`config.mk`:
```
export PLATFORM = sky130hd
export DESIGN_NAME = uart_rx
export DESIGN_NICKNAME = d
export VERILOG_FILES = /design/src/rtl/uart_rx.sv
export SDC_FILE = /design/constraint.sdc
export NUM_CORES = 1
export LEC_CHECK = 0
export ABC_AREA = 1
export BUFFER_PORTS_ARGS = -buffer_cell sky130_fd_sc_hd__buf_2
export CAP_MARGIN = 20
export CORE_ASPECT_RATIO = 0.8
export CORE_MARGIN = 5
export CORE_UTILIZATION = 45
export CTS_CLUSTER_SIZE = 12
export DETAILED_ROUTE_END_ITERATION = 8
export GPL_TIMING_DRIVEN = 0
export HOLD_SLACK_MARGIN = 0.08
export SYNTH_ARGS = -nofsm -noshare
export SYNTH_HDL_FRONTEND = slang
export SYNTH_SLANG_ARGS = --single-unit
export TNS_END_PERCENT = 100
```
`constraint.sdc`:
```
create_clock -name clk -period 2.15 [get_ports clk]
set_clock_uncertainty 0.2 [all_clocks]
set_input_delay 0.215 -clock clk [delete_from_list [all_inputs] [get_ports clk]]
set_output_delay 0.215 -clock clk [all_outputs]
set_load 0.02 [all_outputs]
```
`src/rtl/uart_rx.sv`:
```
// 8N1 UART receiver: 2-flop synchroniser, FSM deserialiser, small FIFO and CPU read port.
// Optional even-parity bit between data and stop when UART_RX_PARITY_EN is defined.
module uart_rx #(
  parameter int CLKDIV    = 434,
  parameter int FIFO_LOG2 = 2
) (
  input  logic       clk,
  input  logic       reset,
  input  logic       rx,
  input  logic       addr,
  input  logic       re,
  output logic [7:0] rdata,
  output logic       irq
);

  localparam int DEPTH = 1 << FIFO_LOG2;
  localparam int CW    = $clog2(CLKDIV);
  localparam logic [CW-1:0] RELOAD = CW'(CLKDIV - 1);
  localparam logic [CW-1:0] HALF   = CW'(CLKDIV / 2 - 1);

  typedef enum logic [2:0] {
    S_IDLE,
    S_START,
    S_DATA,
`ifdef UART_RX_PARITY_EN
    S_PARITY,
`endif
    S_STOP,
    S_BREAK
  } state_t;

  logic          r_sync1, r_sync2;
  logic          w_rx;
  state_t        r_state, w_state_n;
  logic [CW-1:0] r_cnt, w_cnt_n;
  logic [2:0]    r_idx, w_idx_n;
  logic [7:0]    r_sr, w_sr_n;
  logic          w_push, w_ferr_set, w_perr_set;
  logic          r_ovr, r_ferr;
  logic          w_perr;

  logic [7:0]           r_mem [DEPTH];
  logic [FIFO_LOG2:0]   r_wp, r_rp, w_wp_n, w_rp_n;
  logic                 w_empty, w_full, w_pop, w_wr, w_ovr_set, w_clr;
  logic                 r_irq;

  assign w_rx = r_sync2;

`ifdef UART_RX_PARITY_EN
  logic r_pbad, w_pbad_n, r_perr;
`endif

  always_ff @(posedge clk or posedge reset) begin
    if (reset) begin
      r_sync1 <= 1'b1;
      r_sync2 <= 1'b1;
      r_state <= S_IDLE;
      r_cnt   <= '0;
      r_idx   <= '0;
      r_sr    <= '0;
`ifdef UART_RX_PARITY_EN
      r_pbad  <= 1'b0;
`endif
    end else begin
      r_sync1 <= rx;
      r_sync2 <= r_sync1;
      r_state <= w_state_n;
      r_cnt   <= w_cnt_n;
      r_idx   <= w_idx_n;
      r_sr    <= w_sr_n;
`ifdef UART_RX_PARITY_EN
      r_pbad  <= w_pbad_n;
`endif
    end
  end

  always_comb begin
    w_state_n  = r_state;
    w_cnt_n    = r_cnt;
    w_idx_n    = r_idx;
    w_sr_n     = r_sr;
    w_push     = 1'b0;
    w_ferr_set = 1'b0;
    w_perr_set = 1'b0;
`ifdef UART_RX_PARITY_EN
    w_pbad_n   = r_pbad;
`endif
    case (r_state)
      S_IDLE: begin
        if (!w_rx) begin
          w_state_n = S_START;
          w_cnt_n   = HALF;
        end
      end
      S_START: begin
        if (r_cnt == '0) begin
          if (!w_rx) begin
            w_state_n = S_DATA;
            w_cnt_n   = RELOAD;
            w_idx_n   = '0;
`ifdef UART_RX_PARITY_EN
            w_pbad_n  = 1'b0;
`endif
          end else begin
            w_state_n = S_IDLE;
          end
        end else begin
          w_cnt_n = r_cnt - CW'(1);
        end
      end
      S_DATA: begin
        if (r_cnt == '0) begin
          w_sr_n  = {w_rx, r_sr[7:1]};
          w_cnt_n = RELOAD;
          w_idx_n = r_idx + 3'd1;
          if (r_idx == 3'd7) begin
`ifdef UART_RX_PARITY_EN
            w_state_n = S_PARITY;
`else
            w_state_n = S_STOP;
`endif
          end
        end else begin
          w_cnt_n = r_cnt - CW'(1);
        end
      end
`ifdef UART_RX_PARITY_EN
      S_PARITY: begin
        if (r_cnt == '0) begin
          w_cnt_n    = RELOAD;
          w_state_n  = S_STOP;
          w_perr_set = ^{r_sr, w_rx};
          w_pbad_n   = ^{r_sr, w_rx};
        end else begin
          w_cnt_n = r_cnt - CW'(1);
        end
      end
`endif
      S_STOP: begin
        if (r_cnt == '0) begin
          if (w_rx) begin
`ifdef UART_RX_PARITY_EN
            w_push = !r_pbad;
`else
            w_push = 1'b1;
`endif
            w_state_n = S_IDLE;
          end else begin
            w_ferr_set = 1'b1;
            w_state_n  = S_BREAK;
          end
        end else begin
          w_cnt_n = r_cnt - CW'(1);
        end
      end
      S_BREAK: begin
        if (w_rx) w_state_n = S_IDLE;
      end
      default: w_state_n = S_IDLE;
    endcase
  end

  // Pop happens before push, so a push into a full FIFO with a same-cycle pop fits.
  assign w_empty   = (r_wp == r_rp);
  assign w_full    = (r_wp == {~r_rp[FIFO_LOG2], r_rp[FIFO_LOG2-1:0]});
  assign w_pop     = re && !addr && !w_empty;
  assign w_wr      = w_push && (!w_full || w_pop);
  assign w_ovr_set = w_push && w_full && !w_pop;
  assign w_clr     = re && addr;
  assign w_wp_n    = r_wp + {{FIFO_LOG2{1'b0}}, w_wr};
  assign w_rp_n    = r_rp + {{FIFO_LOG2{1'b0}}, w_pop};

  always_ff @(posedge clk) begin
    if (w_wr) r_mem[r_wp[FIFO_LOG2-1:0]] <= r_sr;
  end

  always_ff @(posedge clk or posedge reset) begin
    if (reset) begin
      r_wp   <= '0;
      r_rp   <= '0;
      r_ovr  <= 1'b0;
      r_ferr <= 1'b0;
      r_irq  <= 1'b0;
    end else begin
      r_wp   <= w_wp_n;
      r_rp   <= w_rp_n;
      r_ovr  <= w_ovr_set  | (r_ovr  & ~w_clr);
      r_ferr <= w_ferr_set | (r_ferr & ~w_clr);
      r_irq  <= (w_wp_n != w_rp_n);
    end
  end

`ifdef UART_RX_PARITY_EN
  always_ff @(posedge clk or posedge reset) begin
    if (reset) r_perr <= 1'b0;
    else       r_perr <= w_perr_set | (r_perr & ~w_clr);
  end
  assign w_perr = r_perr;
`else
  assign w_perr = 1'b0;
`endif

  always_comb begin
    if (addr) rdata = {3'b000, w_full, w_perr, r_ferr, r_ovr, !w_empty};
    else      rdata = w_empty ? '0 : r_mem[r_rp[FIFO_LOG2-1:0]];
  end

  assign irq = r_irq;

endmodule
```
==> flow_metrics.tcl, run 1 <==
set metrics [dict create \
    required_ns 2.17 \
    port_buffers 13 \
    ios 14 \
    overflow 0 \
    outcome "completed" \
    clk_pin_slew_ns 0.08 \
    root_buffer "clkbuf_8" \
    gp_congestion 0.815 \
    critPathTopFamily "XOR/XNOR gates" \
    syn_area_mm2 0.00312 \
    min-delay-path-class "register to register" \
    via_per_inst 5.02 \
    cts_tree "yes" \
    ys_types 32 \
    cp_max_fo 9 \
    syn_inst 326 \
    insertion_delay_ns 0.34 \
    placed_cell_area_mm2 0.00333 \
    hold_viol_final 0 \
    numClockSinks 66 \
    cp_slowest_cell "dfrtp_1" \
    grt.total_usage_pct 16.0 \
    cp_num_cells 10 \
    diodes 0 \
    drt_wl_total_um 6380 \
    crit_type "register to register" \
    critPathMaxStageDelay_ns 0.39 \
    dieHeight_um 84.5 \
    synth.avg_cell_area_um2 9.57 \
    p_leak_nw 1.89 \
    cp.arrival_ns 2.16 \
    drv_cap 0 \
    areaGrowthSynthToFinish_pct 24.7 \
    dp_hpwl_um 4250 \
    drt_iter0_drc 147 \
    die_w_um 103 \
    final_area_mm2 0.00389 \
    coreArea_mm2 0.00682 \
    slew_headroom_pct 42.8 \
    nNetsFinal 385 \
    drcViolationCount 0 \
    crit_end "irq$_DFF_PP0_" \
    antenna_found_initial 0 \
    drtAntennaViolNets 0 \
    cp_num_buf_inv 2 \
    dieArea_mm2 0.00871 \
    setup.worst_path.start_class "register" \
    wire_per_inst_um 13.8 \
    crit_start "r_rp[0]$_DFF_PP0_" \
    grt_pass1_vias 2130 \
    final.min_clock_period_ns 2.13 \
    yosys_warnings 0 \
    dr.pass1.iters 4 \
    period_share_pct 99.3 \
    fillers 598 \
    rrSetupSlack_ns 0.02 \
    ys_seq_area_share_pct 58.2 \
    ys_seq_elements 66 \
    max_clock_freq_ghz 0.468 \
    r2r_start "r_rp[0]$_DFF_PP0_" \
    drive_gt1_share_pct 24.7 \
    hold_ws_ns 0.157 \
    grt_pass1_wl_um 10700 \
    vias 2327 \
    clk_path_buf_depth 2 \
    cp-end-kind "register" \
    reg2reg_to "irq$_DFF_PP0_" \
    hp-start "r_sync1$_DFF_PP1_" \
    path_cells "buf_6, xnor2_4, o2111ai_4, inv_2, nor3_2, ha_2, ha_4, xor2_2, xnor2_1, nand3_1" \
    cts_made_buffers 9 \
    rows 27 \
    worst-r2r-cell-count 10 \
    p_per_area_mw_per_mm2 890 \
    setup_violations 0 \
    start_util_pct 45.7 \
    slew_viol_final 0 \
    tightest_slew_ns 0.856 \
    htree_levels 3 \
    peakVddDrop_uv 364 \
    grt_max_degree 21 \
    syn_nets 339 \
    rsz0062_at_grt "yes" \
]
sequential cells by signal, summed over array words and instances, names as in the netlist:
signal / cells
r_ferr: 1
r_rp: 3
r_sync2: 1
r_ovr: 1
r_cnt: 9
r_wp: 3
r_idx: 3
r_state: 3
r_sr: 8
r_mem: 32
irq: 1
r_sync1: 1
how the worst min path moves through the flow:
stage | end | slack, ns | depth (start not counted)
after floorplan | r_sync1$_DFF_PP1_ | 0.02 | 0
after global placement | r_sync1$_DFF_PP1_ | 0.12 | 1
after detailed placement | r_sync1$_DFF_PP1_ | 0.12 | 1
after CTS | r_ovr$_DFF_PP0_ | 0.09 | 4
after global routing | r_sync2$_DFF_PP1_ | 0.17 | 0
final | r_sync2$_DFF_PP1_ | 0.16 | 0
synth_stat cells, drive strengths merged:
cell type	number	area (um2)
xor2	4	35.0
buf	6	32.5
nor2	43	174
nand3	33	188
nand3b	2	27.5
a21oi	6	30.0
dfrtp	32	801
nand4	3	18.8
or2	1	6.26
o22a	3	26.3
ha	8	100
a21boi	1	7.51
edfxtp	32	961
o21ai	33	165
nand2	74	285
dfstp	2	52.6
o22ai	1	6.26
nor3	1	5.00
inv	33	129
xnor2	6	52.6
o211ai	1	7.51
o2111ai	1	8.76
repair_timing:
action                                 in CTS  in global routing
gates resized for setup                    33                 10
endpoints found under the hold margin      20                  0
pin swaps                                   7                  5
setup endpoints to repair                  41                 42
gates cloned                                0                  0
buffers inserted                           13                  5
hold buffers                                3                  0
cells in the final DEF (no fill, tap or decap), types with 3 or more instances in the layout:
cell	synthesis	final
a21oi_1	6	6
buf_2	5	14
buf_4	1	17
buf_6	0	4
clkbuf_8	0	9
dfrtp_1	32	30
dlygate4sd3_1	0	3
edfxtp_1	32	32
ha_1	8	5
inv_1	28	23
inv_2	4	8
nand2_1	71	69
nand2_2	3	4
nand3_1	30	29
nand3_2	2	3
nand4_1	3	3
nor2_1	40	36
nor2_4	1	6
o21ai_0	28	24
o21ai_1	5	9
o22a_1	3	3
xnor2_1	6	3
stage by stage:
step	setup slack, ns	power [mW]	TNS (ns)	instances	util (%)
floorplan	0.00190	1.97	0	326	-
global placement	-0.362	2.17	-11.27	426	48.4
detailed placement	-0.378	2.19	-11.99	427	48.8
CTS	0.000480	3.43	0	459	55.7
global route	-0.128	3.67	-1.52	464	57.0
finish	0.0154	3.46	0	464	57.0
cells by family (layout without fill, tap and decap cells):
kind of cell,after synthesis,count (layout),share of synthesized area [%]
AND/OR/NAND/NOR,157,157,22.6
flip-flops,66,66,58.2
AO/OA/AOI/OAI,46,46,8.06
buffers and inverters,39,90,5.17
XOR/XNOR,10,10,2.81
adder cells (fa/ha/maj),8,8,3.21
where the power goes:
part	internal (mW)	leakage (nW)	switching, mW
clock	0.532	0.0909	0.455
combinational	0.493	0.992	0.599
sequential	1.36	0.803	0.0250
per-layer routing:
| layer | up-vias | global-route usage (%) | routed length (um) |
|---|---|---|---|
| met5 | - | 0 | 0 |
| met4 | 0 | 3.18 | 26 |
| met3 | 2 | 5.48 | 330 |
| met2 | 48 | 22.7 | 2890 |
| met1 | 1097 | 23.8 | 3130 |
| li1 | 1180 | - | - |
layout make-up:
cell class | instances | area [um2] | share of cell area, %
Sequential cell | 66 | 1820 | 46.7
Multi-Input combinational cell | 221 | 1300 | 33.5
Timing Repair Buffer | 35 | 283 | 7.27
Inverter | 33 | 133 | 3.41
Clock buffer | 11 | 131 | 3.38
Tap cell | 87 | 109 | 2.80
Buffer | 6 | 57.6 | 1.48
Clock inverter | 5 | 55.1 | 1.42
(Power assumes the default switching activity.)
==> run 2: changes to the inputs <==
Clock period 2.15 ns to 2.42 ns, I/O delays scaled along.
==> flow_metrics.tcl, run 2 (synthesis results as in run 1) <==
set metrics [dict create \
    peakVddDrop_uv 292 \
    drt_wl_total_um 6160 \
    cp_slowest_cell "dfrtp_1" \
    ff_latch_area_mm2 0.00181 \
    grt_pass1_vias 2081 \
    hold_end "r_ovr$_DFF_PP0_" \
    switchingPower_mw 0.914 \
    min-delay-path-class "input pin to register" \
    hp-start "addr" \
    tightest_slew_ns 0.802 \
    drcViolationCount 0 \
    dieArea_mm2 0.00871 \
    drt_iter0_drc 145 \
    final_common_cell "nand2_1" \
    p_clk_share_pct 34.6 \
    critPathMaxStageDelay_ns 0.39 \
    die_w_um 103 \
    port_buffers 13 \
    final_area_mm2 0.00366 \
    multi_input_area_mm2 0.00119 \
    hold_viol_final 0 \
    grt_max_degree 20 \
    overflow 0 \
    p_per_area_mw_per_mm2 812 \
    numClockSinks 66 \
    areaGrowthSynthToFinish_pct 17.5 \
    fillers 606 \
    r2r_start "r_cnt[1]$_DFFE_PP0P_" \
    period_share_pct 95.7 \
    gp_congestion 0.853 \
    path_cells "inv_2, ha_2, nand2_1, nor2_4, nand3b_4, nor3_1, ha_1, ha_1, xor2_2, xnor2_1, nand3_1" \
    slew_headroom_pct 46.5 \
    final_core_util_pct 53.7 \
    p_seq_share_pct 41.0 \
    drive_gt1_share_pct 19.5 \
    wire_per_inst_um 13.6 \
    vias 2281 \
    start_util_pct 45.7 \
    ios 14 \
    insertion_delay_ns 0.33 \
    dieHeight_um 84.5 \
    grt.total_usage_pct 15.0 \
    hold_ws_ns 0.144 \
    dp_hpwl_um 4240 \
    worst-r2r-cell-count 11 \
    cp_num_cells 11 \
    setup_violations 0 \
    final_cell_mix "70 x nand2_1, 36 x nor2_1, 32 x dfrtp_1, 32 x edfxtp_1, 30 x nand3_1" \
    power.internal_mw 2.06 \
    clk_path_buf_depth 2 \
    diodes 0 \
    rows 27 \
    setup.worst_path.start_class "register" \
    cp.arrival_ns 2.33 \
    largest_reg_flops 32 \
    crit_type "register to register" \
    outcome "completed" \
    reg2reg_to "irq$_DFF_PP0_" \
    hold_depth 4 \
    antenna_found_initial 0 \
    p_sw_share_pct 30.7 \
    rsz0062_at_grt "yes" \
    critPathTopFamily "simple AND/OR/NAND/NOR gates" \
    drtAntennaViolNets 0 \
    placed_cell_area_mm2 0.00332 \
    final.min_clock_period_ns 2.32 \
    p_leak_nw 1.83 \
    coreArea_mm2 0.00682 \
    root_buffer "clkbuf_8" \
    slew_viol_final 0 \
    htree_levels 3 \
    cts_tree "yes" \
    grt_pass1_wl_um 10100 \
    via_per_inst 5.05 \
    cp-end-kind "register" \
    clk_pin_slew_ns 0.07 \
    cp_num_buf_inv 1 \
    combPwrFrac_pct 24.4 \
    rrSetupSlack_ns 0.10 \
    drv_cap 0 \
    nNetsFinal 373 \
    cpMostUsedCell "ha_1" \
    max_clock_freq_ghz 0.432 \
    cts_made_buffers 9 \
    required_ns 2.44 \
    dr.pass1.iters 4 \
    cp_max_fo 5 \
]
-- run 2: routing by layer --
layer	vias to the layer above	wire [um]	track usage, %
met5	-	0	0
met4	0	47	3.88
met3	4	306	4.24
li1	1156	-	-
met2	50	2790	22.2
met1	1071	3020	21.8
-- run 2: per-stage QoR --
stage | instances | power [mW] | setup TNS [ns] | setup slack [ns]
floorplan | 326 | 1.75 | 0 | 0.153
CTS | 446 | 2.98 | 0 | 0.0174
global route | 452 | 3.15 | -0.0681 | -0.0103
detailed placement | 427 | 1.95 | -6.87 | -0.224
finish | 452 | 2.98 | 0 | 0.104
global placement | 426 | 1.92 | -7.04 | -0.246
-- run 2: area by class of cell --
cell class                      count  share of cell area (%)
Sequential cell                    66                    49.5
Multi-Input combinational cell    221                    32.4
Timing Repair Buffer               23                    4.57
Inverter                           33                    3.52
Clock buffer                        9                    3.38
Tap cell                           87                    2.97
Clock inverter                      7                    2.73
Buffer                              6                   0.956
-- run 2: power by group through the flow --
stage               logic [mW]  registers [mW]  clock network [mW]
floorplan                0.507            1.25                   0
global placement         0.682            1.24                   0
detailed placement       0.701            1.25                   0
CTS                      0.710            1.22                1.05
global route             0.807            1.22                1.12
finish                   0.726            1.22                1.03
-- run 2: worst max path at each step --
stage                     slack (ns)                 start               endpoint
after global placement         -0.25  r_cnt[0]$_DFFE_PP0P_  r_mem[3][7]$_DFFE_PP_
after floorplan                 0.15  r_cnt[0]$_DFFE_PP0P_          irq$_DFF_PP0_
after detailed placement       -0.22  r_cnt[0]$_DFFE_PP0P_  r_mem[3][3]$_DFFE_PP_
after CTS                       0.02  r_cnt[0]$_DFFE_PP0P_          irq$_DFF_PP0_
after global routing           -0.01  r_cnt[1]$_DFFE_PP0P_  r_mem[1][4]$_DFFE_PP_
final                           0.10  r_cnt[1]$_DFFE_PP0P_          irq$_DFF_PP0_
-- run 2: worst min-delay path: stages --
cell and delay [ns]:
buf_2 0.14, inv_1 0.10, o21ai_0 0.10, nand2_1 0.06
-- run 2: repair_timing --
action	CTS	global route
endpoints found under the setup margin	33	40
hold endpoints to repair	21	0
setup buffers	0	6
resized for setup	7	6
hold buffers	3	0
==> run 3: changes to the inputs <==
Settings changed: CORE_MARGIN 5 to 1.5, RECOVER_POWER from default to 100.
==> flow_metrics.tcl, run 3 (synthesis results as in run 1) <==
set metrics [dict create \
    outcome "completed" \
    grt.total_usage_pct 17.6 \
    use_met3_pct 5.88 \
    nNetsFinal 367 \
    drt_wl_total_um 5920 \
    coreArea_mm2 0.00654 \
    finalSetupTns_ns 0 \
    via_per_inst 5.04 \
    drcViolationCount 0 \
    slew_viol_final 0 \
    dr.pass1.iters 5 \
    grt_pass1_vias 2016 \
    hp-start "r_sync1$_DFF_PP1_" \
    overflow 0 \
    setup_violations 0 \
    largest_reg_flops 32 \
    final_cell_mix "70 x nand2_1, 36 x nor2_1, 32 x dfrtp_1, 32 x edfxtp_1, 30 x nand3_1" \
    fillers 591 \
    cts_made_buffers 9 \
    hold_end "r_sync2$_DFF_PP1_" \
    reg2reg_to "r_mem[0][4]$_DFFE_PP_" \
    grt_max_degree 21 \
    wire_per_inst_um 13.4 \
    peakVddDrop_uv 417 \
    clk_pin_slew_ns 0.07 \
    min-delay-path-class "register to register" \
    final_cells 443 \
    max_clock_freq_ghz 0.422 \
    drive_gt1_share_pct 17.5 \
    cp.arrival_ns 2.15 \
    rrSetupSlack_ns 0.05 \
    grt_pass1_wl_um 9720 \
    top_usage_layer "met2" \
    root_buffer "clkbuf_8" \
    grt_util_met2_pct 25.5 \
    r2r_start "r_cnt[0]$_DFFE_PP0P_" \
    gp_congestion 0.837 \
    areaGrowthSynthToFinish_pct 14.4 \
    rsz0062_at_grt "yes" \
    hold_ws_ns 0.158 \
    insertion_delay_ns 0.34 \
    tightest_slew_ns 0.846 \
    worst-r2r-cell-count 8 \
    rows 26 \
    required_ns 2.20 \
    hold_depth 0 \
    start_util_pct 47.7 \
    p_leak_nw 1.76 \
    clk_path_buf_depth 2 \
    htree_levels 3 \
    drt_iter0_drc 129 \
    cp-end-kind "register" \
    gr-usage-met1_pct 24.7 \
    p_per_area_mw_per_mm2 800 \
    post_cts_buffers 0 \
    cts_tree "yes" \
    drtAntennaViolNets 0 \
    final_area_mm2 0.00357 \
    slew_headroom_pct 43.6 \
    crit_type "register to register" \
    placed_cell_area_mm2 0.00332 \
    hold_viol_final 0 \
    drv_cap 0 \
    final.min_clock_period_ns 2.37 \
    dieArea_mm2 0.00744 \
    setup.worst_path.start_class "register" \
    antenna_found_initial 0 \
    final_core_util_pct 54.6 \
    ios 14 \
    diodes 0 \
    port_buffers 13 \
    dieHeight_um 77.5 \
    numClockSinks 66 \
    period_share_pct 98.0 \
    multi_input_area_mm2 0.00118 \
    vias 2232 \
    die_w_um 96.1 \
    dp_hpwl_um 4100 \
    cp_max_fo 8 \
    final_common_cell "nand2_1" \
    ff_latch_area_mm2 0.00181 \
    numPlacedInstances 424 \
]
[run 3: area by class of cell]
cell class              count  share of cell area [%]
repair buffers             17                    2.73
clock inverters             7                    2.14
multi-input cells         221                    33.1
well taps                  84                    2.95
plain buffers               6                    1.05
inverters                  33                    3.72
flip-flops and latches     66                    50.8
clock buffers               9                    3.47
[run 3: power breakdown]
part           internal (mW)  switching [mW]
registers               1.20          0.0181
clock network          0.482           0.443
logic                  0.264           0.445
[run 3: routing by layer]
metal	vias to the layer above	part of all wire, %	wire length, um
met5	-	0	0
met4	0	0.96	57
li1	1145	-	-
met2	51	43	2550
met1	1029	51	3010
met3	7	5.0	297
[run 3: timing repair]
item	in CTS	in global routing
endpoints found under the setup margin	34	36
cloned	0	0
hold buffers	3	0
hold endpoints to repair	20	0
gates resized for setup	9	6
[run 3: per-stage QoR]
step	total power [mW]	worst slack, ns
6_report	2.85	0.0479
5_1_grt	3.04	-0.0937
4_1_cts	2.88	0.0198
3_5_place_dp	1.94	-0.263
3_3_place_gp	1.92	-0.245
2_1_floorplan	1.75	0.153
[run 3: critical path, cell delays in order, from the launching register on]
cell	delay, ns
dfrtp_1	0.38
inv_2	0.13
ha_2	0.21
nand2_1	0.10
nor2_4	0.16
nand3b_4	0.13
nor2_2	0.13
nand3_1	0.13
nor2_2	0.44
[run 3: worst max path at each step]
stage,start,end,slack (ns),depth (start not counted)
finish,r_cnt[0]$_DFFE_PP0P_,r_mem[0][4]$_DFFE_PP_,0.05,8
CTS,r_cnt[0]$_DFFE_PP0P_,irq$_DFF_PP0_,0.02,11
global placement,r_cnt[0]$_DFFE_PP0P_,r_mem[0][3]$_DFFE_PP_,-0.24,8
global route,r_cnt[0]$_DFFE_PP0P_,irq$_DFF_PP0_,-0.09,11
floorplan,r_cnt[0]$_DFFE_PP0P_,irq$_DFF_PP0_,0.15,11
detailed placement,r_cnt[0]$_DFFE_PP0P_,r_mem[3][3]$_DFFE_PP_,-0.26,8
